**config.mk**
```make
export PLATFORM = sky130hd
export DESIGN_NAME = ram_rmw_ctrl_flat
export DESIGN_NICKNAME = d
export VERILOG_FILES = /design/src/rtl/ram_rmw_ctrl_if.sv /design/src/rtl/ram_rmw_ctrl.sv /design/src/flat_wrapper.sv
export SDC_FILE = /design/constraint.sdc
export NUM_CORES = 1
export LEC_CHECK = 0
export BUFFER_PORTS_ARGS = -buffer_cell sky130_fd_sc_hd__buf_2
export CORE_UTILIZATION = 54
export DETAILED_ROUTE_END_ITERATION = 8
export PLACE_DENSITY = 0.84
export SETUP_SLACK_MARGIN = 0.05
export SYNTH_ARGS = -nofsm -noshare
export SYNTH_HDL_FRONTEND = slang
export SYNTH_SLANG_ARGS = --single-unit
export TNS_END_PERCENT = 100
```
**constraint.sdc**
```tcl
create_clock -name clk -period 6.65 [get_ports clk]
set_clock_uncertainty 0.2 [all_clocks]
set_input_delay 0.665 -clock clk [delete_from_list [all_inputs] [get_ports clk]]
set_output_delay 0.665 -clock clk [all_outputs]
set_load 0.1 [all_outputs]
```
**src/rtl/ram_rmw_ctrl_if.sv**
```systemverilog
`default_nettype none
// ============================================================================
//  Module      : ram_rmw_ctrl_if
//  Description : Request, completion, clear and RAM-port bundle for the
//                read-modify-write table controller.
//                slave  = the controller itself.
//                master = the requester plus the attached RAM.
//  Revision    : 1.0 - initial release
// ============================================================================
interface ram_rmw_ctrl_if #(
    parameter int ADDR_WIDTH = 4,
    parameter int DATA_WIDTH = 8
);
    // Update request stream
    logic                  in_valid;
    logic                  in_ready;
    logic [ADDR_WIDTH-1:0] in_addr;
    logic [DATA_WIDTH-1:0] in_inc;

    // Table clear control and status
    logic                  clear_req;
    logic                  busy;

    // Completion stream
    logic                  out_valid;
    logic [ADDR_WIDTH-1:0] out_addr;
    logic [DATA_WIDTH-1:0] out_val;

    // RAM write port, read address and returning read data
    logic                  ram_write_en;
    logic [ADDR_WIDTH-1:0] ram_write_addr;
    logic [DATA_WIDTH-1:0] ram_write_val;
    logic [ADDR_WIDTH-1:0] ram_read_addr;
    logic [DATA_WIDTH-1:0] ram_read_val;

    modport slave (
        input  in_valid, in_addr, in_inc, clear_req, ram_read_val,
        output in_ready, busy, out_valid, out_addr, out_val,
               ram_write_en, ram_write_addr, ram_write_val, ram_read_addr
    );

    modport master (
        output in_valid, in_addr, in_inc, clear_req, ram_read_val,
        input  in_ready, busy, out_valid, out_addr, out_val,
               ram_write_en, ram_write_addr, ram_write_val, ram_read_addr
    );
endinterface
`default_nettype wire

```
**src/rtl/ram_rmw_ctrl.sv**
```systemverilog
`default_nettype none
// ============================================================================
//  Module      : ram_rmw_ctrl
//  Description : One-per-cycle "entry += increment" read-modify-write engine
//                for a pipelined table RAM, with write-history forwarding so
//                back-to-back updates to one address are exact, and a
//                table-zeroing sweep after reset or on request.
//  Revision    : 1.0 - initial release
// ============================================================================
module ram_rmw_ctrl #(
    parameter int ADDR_WIDTH     = 4,
    parameter int DATA_WIDTH     = 8,
    parameter int RAM_LATENCY    = 1,
    parameter bit CLEAR_ON_RESET = 1'b1
) (
    input  logic          clk,
    input  logic          rst_n,
    ram_rmw_ctrl_if.slave bus
);

    localparam int                    DEPTH     = 1 << ADDR_WIDTH;
    localparam logic [ADDR_WIDTH-1:0] LAST_ADDR = ADDR_WIDTH'(DEPTH - 1);

    typedef enum logic [1:0] {
        ST_RUN   = 2'd0,
        ST_DRAIN = 2'd1,
        ST_CLEAR = 2'd2
    } state_t;

    state_t                state_q, state_d;
    logic [ADDR_WIDTH-1:0] sweep_q, sweep_d;

    // Issue pipeline: stage 0 holds the request accepted last cycle, stage
    // RAM_LATENCY-1 is the one whose read data is on ram_read_val now.
    logic [RAM_LATENCY-1:0]                 pipe_valid_q, pipe_valid_d;
    logic [RAM_LATENCY-1:0][ADDR_WIDTH-1:0] pipe_addr_q,  pipe_addr_d;
    logic [RAM_LATENCY-1:0][DATA_WIDTH-1:0] pipe_inc_q,   pipe_inc_d;

    // Write history: entry 0 is last cycle's write, entry RAM_LATENCY-1 the
    // oldest write the RAM read could still have missed.
    logic [RAM_LATENCY-1:0]                 hist_valid_q, hist_valid_d;
    logic [RAM_LATENCY-1:0][ADDR_WIDTH-1:0] hist_addr_q,  hist_addr_d;
    logic [RAM_LATENCY-1:0][DATA_WIDTH-1:0] hist_val_q,   hist_val_d;

    logic                  accept;
    logic                  wb_valid;
    logic [ADDR_WIDTH-1:0] wb_addr;
    logic [DATA_WIDTH-1:0] wb_inc;
    logic [DATA_WIDTH-1:0] wb_base;
    logic [DATA_WIDTH-1:0] wb_val;
    logic                  we;
    logic [ADDR_WIDTH-1:0] we_addr;
    logic [DATA_WIDTH-1:0] we_val;
    logic                  sweep_done;

    assign accept     = bus.in_valid && (state_q == ST_RUN);
    assign wb_valid   = pipe_valid_q[RAM_LATENCY-1];
    assign wb_addr    = pipe_addr_q[RAM_LATENCY-1];
    assign wb_inc     = pipe_inc_q[RAM_LATENCY-1];
    assign sweep_done = (state_q == ST_CLEAR) && (sweep_q == LAST_ADDR);

    // Pick the freshest value of the writeback entry: walk oldest to youngest
    // so the most recent matching history write overrides the RAM data.
    always_comb begin
        wb_base = bus.ram_read_val;
        for (int i = RAM_LATENCY - 1; i >= 0; i--) begin
            if (hist_valid_q[i] && (hist_addr_q[i] == wb_addr)) begin
                wb_base = hist_val_q[i];
            end
        end
        wb_val = wb_base + wb_inc;
    end

    // RAM write port mux: sweep zeroes in CLEAR, otherwise the writeback.
    // The sweep write is held off while reset is asserted so the RAM is not
    // disturbed during reset.
    always_comb begin
        we      = 1'b0;
        we_addr = '0;
        we_val  = '0;
        if (state_q == ST_CLEAR) begin
            we      = rst_n;
            we_addr = sweep_q;
        end else if (wb_valid) begin
            we      = 1'b1;
            we_addr = wb_addr;
            we_val  = wb_val;
        end
    end

    // Next state of the controller FSM and sweep counter.
    always_comb begin
        state_d = state_q;
        sweep_d = sweep_q;
        case (state_q)
            ST_RUN: begin
                if (bus.clear_req) begin
                    state_d = ST_DRAIN;
                end
            end
            ST_DRAIN: begin
                if (pipe_valid_q == '0) begin
                    state_d = ST_CLEAR;
                    sweep_d = '0;
                end
            end
            ST_CLEAR: begin
                sweep_d = sweep_q + 1'b1;
                if (sweep_q == LAST_ADDR) begin
                    state_d = ST_RUN;
                end
            end
            default: begin
                state_d = ST_RUN;
            end
        endcase
    end

    // Next contents of the issue pipeline and the write history.
    always_comb begin
        pipe_valid_d   = pipe_valid_q;
        pipe_addr_d    = pipe_addr_q;
        pipe_inc_d     = pipe_inc_q;
        pipe_valid_d[0] = accept;
        pipe_addr_d[0]  = bus.in_addr;
        pipe_inc_d[0]   = bus.in_inc;
        for (int i = 1; i < RAM_LATENCY; i++) begin
            pipe_valid_d[i] = pipe_valid_q[i-1];
            pipe_addr_d[i]  = pipe_addr_q[i-1];
            pipe_inc_d[i]   = pipe_inc_q[i-1];
        end

        hist_valid_d   = hist_valid_q;
        hist_addr_d    = hist_addr_q;
        hist_val_d     = hist_val_q;
        hist_valid_d[0] = we;
        hist_addr_d[0]  = we_addr;
        hist_val_d[0]   = we_val;
        for (int i = 1; i < RAM_LATENCY; i++) begin
            hist_valid_d[i] = hist_valid_q[i-1];
            hist_addr_d[i]  = hist_addr_q[i-1];
            hist_val_d[i]   = hist_val_q[i-1];
        end
        // The table is all zero after a sweep; nothing older may forward.
        if (sweep_done) begin
            hist_valid_d = '0;
        end
    end

    // State, counter, pipeline and history registers.
    always_ff @(posedge clk or negedge rst_n) begin
        if (!rst_n) begin
            state_q      <= CLEAR_ON_RESET ? ST_CLEAR : ST_RUN;
            sweep_q      <= '0;
            pipe_valid_q <= '0;
            pipe_addr_q  <= '0;
            pipe_inc_q   <= '0;
            hist_valid_q <= '0;
            hist_addr_q  <= '0;
            hist_val_q   <= '0;
        end else begin
            state_q      <= state_d;
            sweep_q      <= sweep_d;
            pipe_valid_q <= pipe_valid_d;
            pipe_addr_q  <= pipe_addr_d;
            pipe_inc_q   <= pipe_inc_d;
            hist_valid_q <= hist_valid_d;
            hist_addr_q  <= hist_addr_d;
            hist_val_q   <= hist_val_d;
        end
    end

    assign bus.in_ready       = (state_q == ST_RUN);
    assign bus.busy           = (state_q != ST_RUN);
    assign bus.ram_read_addr  = bus.in_addr;
    assign bus.ram_write_en   = we;
    assign bus.ram_write_addr = we_addr;
    assign bus.ram_write_val  = we_val;
    assign bus.out_valid      = wb_valid;
    assign bus.out_addr       = wb_valid ? wb_addr : '0;
    assign bus.out_val        = wb_valid ? wb_val  : '0;

endmodule
`default_nettype wire

```
**src/flat_wrapper.sv**
```systemverilog
// flat-port wrapper written by rule: the top's interface ports become plain ports
module ram_rmw_ctrl_flat 
#(
    parameter int ADDR_WIDTH     = 4,
    parameter int DATA_WIDTH     = 8,
    parameter int RAM_LATENCY    = 1,
    parameter bit CLEAR_ON_RESET = 1'b1
)
  (clk, rst_n, bus_in_valid, bus_in_addr, bus_in_inc, bus_clear_req, bus_ram_read_val, bus_in_ready, bus_busy, bus_out_valid, bus_out_addr, bus_out_val, bus_ram_write_en, bus_ram_write_addr, bus_ram_write_val, bus_ram_read_addr);
  ram_rmw_ctrl_if #(.ADDR_WIDTH(ADDR_WIDTH), .DATA_WIDTH(DATA_WIDTH)) bus_i ();
  input  logic clk;
  input  logic rst_n;
  input wire logic [$bits(bus_i.in_valid)-1:0] bus_in_valid;
  input wire logic [$bits(bus_i.in_addr)-1:0] bus_in_addr;
  input wire logic [$bits(bus_i.in_inc)-1:0] bus_in_inc;
  input wire logic [$bits(bus_i.clear_req)-1:0] bus_clear_req;
  input wire logic [$bits(bus_i.ram_read_val)-1:0] bus_ram_read_val;
  output wire logic [$bits(bus_i.in_ready)-1:0] bus_in_ready;
  output wire logic [$bits(bus_i.busy)-1:0] bus_busy;
  output wire logic [$bits(bus_i.out_valid)-1:0] bus_out_valid;
  output wire logic [$bits(bus_i.out_addr)-1:0] bus_out_addr;
  output wire logic [$bits(bus_i.out_val)-1:0] bus_out_val;
  output wire logic [$bits(bus_i.ram_write_en)-1:0] bus_ram_write_en;
  output wire logic [$bits(bus_i.ram_write_addr)-1:0] bus_ram_write_addr;
  output wire logic [$bits(bus_i.ram_write_val)-1:0] bus_ram_write_val;
  output wire logic [$bits(bus_i.ram_read_addr)-1:0] bus_ram_read_addr;
  assign bus_i.in_valid = bus_in_valid;
  assign bus_i.in_addr = bus_in_addr;
  assign bus_i.in_inc = bus_in_inc;
  assign bus_i.clear_req = bus_clear_req;
  assign bus_i.ram_read_val = bus_ram_read_val;
  assign bus_in_ready = bus_i.in_ready;
  assign bus_busy = bus_i.busy;
  assign bus_out_valid = bus_i.out_valid;
  assign bus_out_addr = bus_i.out_addr;
  assign bus_out_val = bus_i.out_val;
  assign bus_ram_write_en = bus_i.ram_write_en;
  assign bus_ram_write_addr = bus_i.ram_write_addr;
  assign bus_ram_write_val = bus_i.ram_write_val;
  assign bus_ram_read_addr = bus_i.ram_read_addr;
  ram_rmw_ctrl #(.ADDR_WIDTH(ADDR_WIDTH), .DATA_WIDTH(DATA_WIDTH), .RAM_LATENCY(RAM_LATENCY), .CLEAR_ON_RESET(CLEAR_ON_RESET)) u_core (.clk(clk), .rst_n(rst_n), .bus(bus_i));
endmodule
```
Word level (Yosys, flattened, before mapping)
Cells that the tools add are included.

word-level totals
  bits in registers = 32
  input bits = 24
  output and inout bits = 32

cells by class
  add/sub/neg operators = 2
  eq/ne operators = 7
  mux-type cells = 14
  reduce and logical (&&, ||, !) cells = 8

operators by type and width
  cell                                                                   number
  8-bit two-way mux                                                      3
  4-bit two-way mux                                                      3
  8-bit adder                                                            1
  4-bit case mux with 2 select lines                                     1
  2-bit two-way mux                                                      3
  2-bit inequality test, second input constant                           3
  2-bit case mux with 3 select lines                                     1
  4-bit by 1-bit adder with 4-bit output, second input constant          1
  4-bit equality test                                                    1
  4-bit equality test, second input constant                             1
  2-bit nonzero test                                                     2
  1-bit logical AND                                                      3
  1-bit two-way mux                                                      3
  3-bit AND reduction                                                    1
  2-bit by 1-bit equality test with 1-bit output, second input constant  1
  2-bit equality test, second input constant                             1
  2-bit logical NOT                                                      1
  2-bit AND reduction                                                    1

Logic depth before layout (Yosys ltp)
Gate-level depths: netlist of the first run.

  depth after elaboration = 6
  depth in mapped cells = 13
  gate-level depth less buffers = 13

Worst setup path before layout of the first run
No wires, ideal clock.

  kind = register to output
  from = register u_core.pipe_addr_q[3] (netlist name)
  to = output port bus_ram_write_val[2]
  arrival time = 5.214 ns
  path slack = 0.571 ns
  stages on the path, launching flop included = 10
  buffers on the path = 0
  path through = dfrtp_1 -> xor2_1 -> nor4_4 -> mux2_2 -> ha_1 -> inv_1 -> fa_1 -> nor2b_1 -> nor3b_1 -> and2_1

between the ends
  cells in the longest elaborated chain, start to end = 6

RTL lines
  item                    line                 source
  from (decl)             ram_rmw_ctrl.sv:36   logic [RAM_LATENCY-1:0][ADDR_WIDTH-1:0] pipe_addr_q, pipe_addr_d;
  from (signal assigned)  ram_rmw_ctrl.sv:165  pipe_addr_q <= pipe_addr_d;
  4-bit equality test     ram_rmw_ctrl.sv:67   if (hist_valid_q[i] && (hist_addr_q[i] == wb_addr)) begin
  1-bit logical AND       ram_rmw_ctrl.sv:67
  8-bit two-way mux       ram_rmw_ctrl.sv:67
  8-bit adder             ram_rmw_ctrl.sv:71   wb_val = wb_base + wb_inc;
  8-bit two-way mux       -
  net bus_out_val[2]      flat_wrapper.sv:22   output wire logic [$bits(bus_i.out_val)-1:0] bus_out_val;
  8-bit two-way mux       ram_rmw_ctrl.sv:81   if (state_q == ST_CLEAR) begin
  to (decl)               flat_wrapper.sv:25   output wire logic [$bits(bus_i.ram_write_val)-1:0] bus_ram_write_val;

The timed path passes the listed nets, and every way through them passes these cells.

Final worst setup path of the first run
  from = register u_core.pipe_addr_q[3] (netlist name)
  to = output port bus_ram_write_val[6]

between the ends
  cells in the longest elaborated chain, start to end = 6

RTL lines
  item                 line                source
  4-bit equality test  ram_rmw_ctrl.sv:67
  1-bit logical AND    ram_rmw_ctrl.sv:67
  8-bit two-way mux    ram_rmw_ctrl.sv:67
  8-bit adder          ram_rmw_ctrl.sv:71
  8-bit two-way mux    ram_rmw_ctrl.sv:84  end else if (wb_valid) begin
  8-bit two-way mux    ram_rmw_ctrl.sv:81

Every way passes these cells.

==> results of run 1 <==
## cells by family after synthesis
group | share of synthesized area
AOI/OAI and AO/OA | 0.09670
xor gates and xnor gates | 0.02565
adders and majority gates | 0.07033
buffers and inverters | 0.03956
DFF | 0.4696
muxes | 0.07619
and+or+nand+nor | 0.2220
## per-layer routing
metal  routed length [um]  up-vias  share of wire  track usage
met3                  224        6          0.065      0.08036
met4                   57        0          0.017      0.09524
met5                    0        -              0            0
met1                 1468      656           0.43       0.2717
li1                     -      682              -            -
met2                 1674       55           0.49       0.3662
## per-stage QoR
step / worst slack (ps) / power (uW) / area [sq um]
floorplan: 571.0 / 806.6 / 1708
global placement: 2238 / 893.2 / 1993
detailed placement: 2180 / 896.8 / 1993
CTS: 1782 / 1017 / 2054
global route: 1503 / 1064 / 2054
finish: 1783 / 1013 / 2054
## final cells by class
type / count / area [sq um]
timing repair buffer: 55 / 275.3
clock inverter: 2 / 10.01
inverter: 6 / 22.52
tap: 44 / 55.05
multi-input combinational: 124 / 838.3
sequential: 32 / 802.0
fill: 274 / 973.4
clock buffer: 6 / 51.30
## path summary, 6_finish.rpt
check / from / end / slack, ps
min in group clk: bus_in_inc[6] / u_core.pipe_inc_q[6] / 220
hold reg to reg: u_core.state_q[1] / u_core.state_q[0] / 360
hold / removal: rst_n / u_core.pipe_inc_q[4] / 150
max in group asynchronous: rst_n / u_core.hist_val_q[0] / 5650
setup reg to reg: u_core.pipe_addr_q[3] / u_core.hist_val_q[7] / 3160
setup / recovery: u_core.pipe_addr_q[3] / bus_ram_write_val[6] / 1780
## state kept, by name (all words and copies together), names as in the netlist
register and flops:
u_core.hist_val_q 8, u_core.hist_valid_q 1, u_core.pipe_inc_q 8, u_core.bus.out_valid 1, u_core.hist_addr_q 4, u_core.state_q 2
u_core.pipe_addr_q 4, u_core.sweep_q 4
## placed cells by master, fill, tap and decap left out, types with 2 or more instances in the layout
cell | synthesis | layout
buf_2 | 0 | 55
ha_1 | 8 | 8
inv_1 | 6 | 6
o22ai_1 | 2 | 2
mux2i_1 | 4 | 4
mux2_2 | 8 | 8
nor2_1 | 11 | 11
nand2b_1 | 4 | 4
clkinv_2 | 0 | 2
clkbuf_4 | 0 | 5
dfrtp_1 | 31 | 31
and3_1 | 5 | 5
xnor2_1 | 2 | 2
o21a_1 | 3 | 3
xor2_1 | 3 | 3
nor2b_1 | 7 | 7
o311ai_1 | 2 | 2
nand2_1 | 27 | 27
and2_1 | 10 | 10
nand3_1 | 2 | 2
nor3b_1 | 2 | 2
a21oi_1 | 6 | 6
a21o_1 | 2 | 2
o21ai_0 | 5 | 5
## power breakdown
group          internal (uW)  total [uW]  switching [uW]
Combinational            118         609             491
Sequential               239         284            44.6
Clock                   50.2         120            69.8
Total                    408        1010             606
==> run summary, run 1 <==
outcome - completed
fraction of registers with async set/reset - 1.000
DRT iter0 DRCs - 28
top-count cell post-synth - dfrtp_1
chip width - 58.24 um
Setup crit end kind - output pin
top cells by count, synth - dfrtp_1, nand2_1, nor2_1
critical path class - flop to output pin
CP peak stage delay - 640 ps
Crit Path Max Fanout - 9
critical path data arrival time - 4000 ps
max_cap viols - 0
Synth Instances - 170
vias post-DR - 1399
crit path cell chain - xor2_1, nor4_4, mux2_2, ha_1, inv_1, fa_1, nor2b_1, o21ai_0, a21boi_0, o21a_1, nor2_1, mux2i_1, buf_2
CTS root buffer - clkbuf_4
Leak - 0.001090 uW
Most used DFF post-synth - dfrtp_1
first-pass GRT wire length - 5568 um
ant diodes - 0
CTS clk-pin slew, worst paths - 100 ps
post-synth net total - 203
placed insts - 261
H-Tree Depth - 2
post-CTS resize count - 0
Pins Over Slew Limit - 0
final WL - 3424 um
Post-Layout Cell Count - 269
CTS tree - built
die height - 58.24 um
Synth Warn # - 0
Final ANT Viol Nets - 0
slowest cell on the critical path - nor4_4
initial core utilization - 0.5640
Layout area overhead - 20.29%
syn avg cell area - 10.05 sq um
top cell type's share of synthesized area - 0.4542
Max clock buf depth - 2
CP Data Required Time - 5780 ps
Synth Register Bits - 32
leading area contributor after synthesis - dfrtp_1
average wire per standard cell - 12.73 um
Final Hold Viols - 0
die area - 0.003392 sq mm
share of cells above drive strength 1 - 0.3378
mapped cell area - 0.001708 sq mm
GR Util All Layers - 0.2253
Synth area leaders - dfrtp_1, nand2_1, ha_1
hold crit path type - input port to asynchronous set/reset pin
minimum clock period - 4867 ps
Min Hold Slack - 152.6 ps
final critical-path share of the clock period - 0.7319
post-synth cell types - 35
CP Depth - 13
row cnt - 20
post-CTS setup buffer count - 0
CTS buffer count - 5
CTS Hold Bufs - 0
Clock Sink Count - 32
vias in the first global route - 1311
Max Fclk - 205.5 MHz
drc violations - 0
Final setup viols - 0
port bufs - 55
routed vias/inst - 5.201
Top-Level Pins - 56
Top delay family on crit path - simple AND/OR/NAND/NOR gates
RSZ-0062 raised after global routing - no
Reg2Reg Depth - 10
dpl hpwl - 2481 um
Nets - 257
IR drop worst, VDD - 0.0003345 V
final core occ - 0.6785
Power Density - 493.3 mW/mm^2
EDFF count, synth - 0
Worst-Margin Slew - 704.0 ps
clock latency on the worst-skew pair - 350 ps
GR Overflow Total - 0
CP bufs+invs - 2
routability cong. - 0.8045
core area - 0.003028 sq mm
TNS Setup - 0 ps
worst rel slew slack - 0.5297
post-synthesis sequential area ratio - 0.4696
largest net degree at the start of global routing - 34
initial antenna violation count - 0
startpoint types - flop
drt pass-1 iters - 4
Note: power is estimated with default switching activity, not from simulation.
==> run 2, diff against run 1 <==
- CORE_UTILIZATION: 54 -> 45
- PLACE_DENSITY: 0.84 -> 0.75
- clock period: 6.65 -> 4.2 ns (I/O delays scaled with it)
==> run summary, run 2 (synthesis results as in run 1) <==
outcome - completed
reg-to-reg startpoint - u_core.pipe_addr_q[3]
die height - 63.61 um (+9.2%)
min-delay src - bus_in_inc[0]
clock latency on the worst-skew pair - 290 ps (-60 ps)
vias in the first global route - 1404 (+7.1%)
chip width - 63.61 um (+9.2%)
DRT iter0 DRCs - 72 (+160%)
Leak - 0.001164 uW (+6.8%)
dpl hpwl - 2659 um (+7.2%)
Final setup viols - 0 (unchanged)
share of cells above drive strength 1 - 0.4286 (+0.09079)
drt pass-1 iters - 4 (unchanged)
startpoint types - flop
Crit Path Max Fanout - 8 (-1)
R2R setup slack - 1070 ps (-2090 ps)
commonest cells after routing, fill and taps aside - buf_2, dfrtp_1, nand2_1
setup ws final - 290.7 ps (-1492 ps)
RSZ-0062 raised after global routing - no
average wire per standard cell - 13.42 um (+5.4%)
CP Data Required Time - 3580 ps (-2200 ps)
Setup crit end kind - output pin
final core occ - 0.6446 (-0.03395)
fin area - 0.002360 sq mm (+15%)
placed instance area - 0.002178 sq mm (+9.3%)
crit path launch - u_core.pipe_addr_q[3]
drc violations - 0 (unchanged)
Pins Over Slew Limit - 0 (unchanged)
critical path class - flop to output pin
vias post-DR - 1419 (+1.4%)
CTS tree - built
max_cap viols - 0 (unchanged)
initial antenna violation count - 0 (unchanged)
Hold EP - u_core.pipe_inc_q[0]
Layout area overhead - 38.17%
largest net degree at the start of global routing - 34 (unchanged)
Final ANT Viol Nets - 0 (unchanged)
Clock Sink Count - 32 (unchanged)
TNS Setup - 0 ps (unchanged)
Max Fclk - 255.8 MHz
hold path depth - 1
critical path data arrival time - 3290 ps (-710 ps)
commonest non-fill, non-tap cell in the layout - buf_2
Power Density - 753.7 mW/mm^2 (+53%)
Top-Level Pins - 56 (unchanged)
die area - 0.004046 sq mm (+19%)
first-pass GRT wire length - 6161 um (+11%)
initial core utilization - 0.4665 (-0.09754)
Final Hold Viols - 0 (unchanged)
final WL - 3743 um (+9.3%)
Reg2Reg Depth - 12 (+2)
Largest regs - u_core.hist_val_q (8), u_core.pipe_inc_q (8)
routability cong. - 0.7995 (-0.62%)
ant diodes - 0 (unchanged)
worst rel slew slack - 0.5726 (+0.04285)
CTS clk-pin slew, worst paths - 70 ps (-30 ps)
routed vias/inst - 5.086 (-2.2%)
port bufs - 55 (unchanged)
GR Overflow Total - 0 (unchanged)
H-Tree Depth - 2 (unchanged)
final critical-path share of the clock period - 0.9308
FF-to-FF End - u_core.hist_val_q[7]
Power Total - 1779 uW (+76%)
CTS root buffer - clkbuf_8
dpl ws - 275.1 ps (-1905 ps)
core area - 0.003661 sq mm (+21%)
IR drop worst, VDD - 0.0005179 V (+55%)
row cnt - 22 (+10%)
Nets - 263 (+2.3%)
Max clock buf depth - 2 (unchanged)
hold crit path type - input port to flop
Worst-Margin Slew - 641.2 ps (-62.83 ps)
GR Util All Layers - 0.2051 (-0.02020)
CTS buffer count - 5 (unchanged)
minimum clock period - 3909 ps
[run 2: area by class of cell]
type,count,area [sq um]
clock inverters,3,23.77
clock buffers,5,68.82
repair buffers,61,427.9
fillers,293,1301
flip-flops and latches,32,802.0
multi-input cells,124,954.7
inverters,6,22.52
well taps,48,60.06
[run 2: how the worst max path moves through the flow]
stage	endpoint	cells past startpoint
after global placement	bus_ram_write_val[6]	13
after global routing	bus_ram_write_val[7]	13
after detailed placement	bus_ram_write_val[6]	12
final	bus_ram_write_val[7]	13
after floorplan	bus_ram_write_val[7]	8
after CTS	bus_out_val[7]	14
[run 2: what timing repair did]
action | 4_1_cts | 5_1_grt
pin swaps | 1 | 4
buffers inserted | 2 | 0
setup endpoints to repair | 4 | 6
endpoints found under the hold margin | 31 | 0
hold buffers | 1 | 0
gates resized for setup | 5 | 13
[run 2: metal layers]
layer | vias to the layer above | track usage | routed length, um
li1 | 693 | - | -
met1 | 659 | 0.2532 | 1644
met2 | 58 | 0.3271 | 1811
met3 | 9 | 0.04891 | 222
met4 | 0 | 0.1136 | 64
met5 | - | 0 | 0
[run 2: report_power, final]
group | internal, uW | leakage [uW] | switching, uW
logic | 271 | 0.000721 | 814
clock network | 117 | 0.0000404 | 124
registers | 380 | 0.000403 | 73.5
[run 2: through the flow]
stage	hold WS [ps]	std cells
global placement	261.8	268
finish	26.06	279
detailed placement	265.3	268
global route	18.35	279
CTS	19.63	279
floorplan	-75.59	170
[run 2: critical path, cell delays in order, from the launching register on]
cell	delay, ps
dfrtp_1	390
xor2_1	190
nor4_4	280
buf_4	190
buf_4	120
mux2_2	330
ha_2	310
a21oi_2	200
nand2_1	120
o21ai_4	260
and3_1	190
o21ai_1	70
o311ai_2	140
buf_12	230
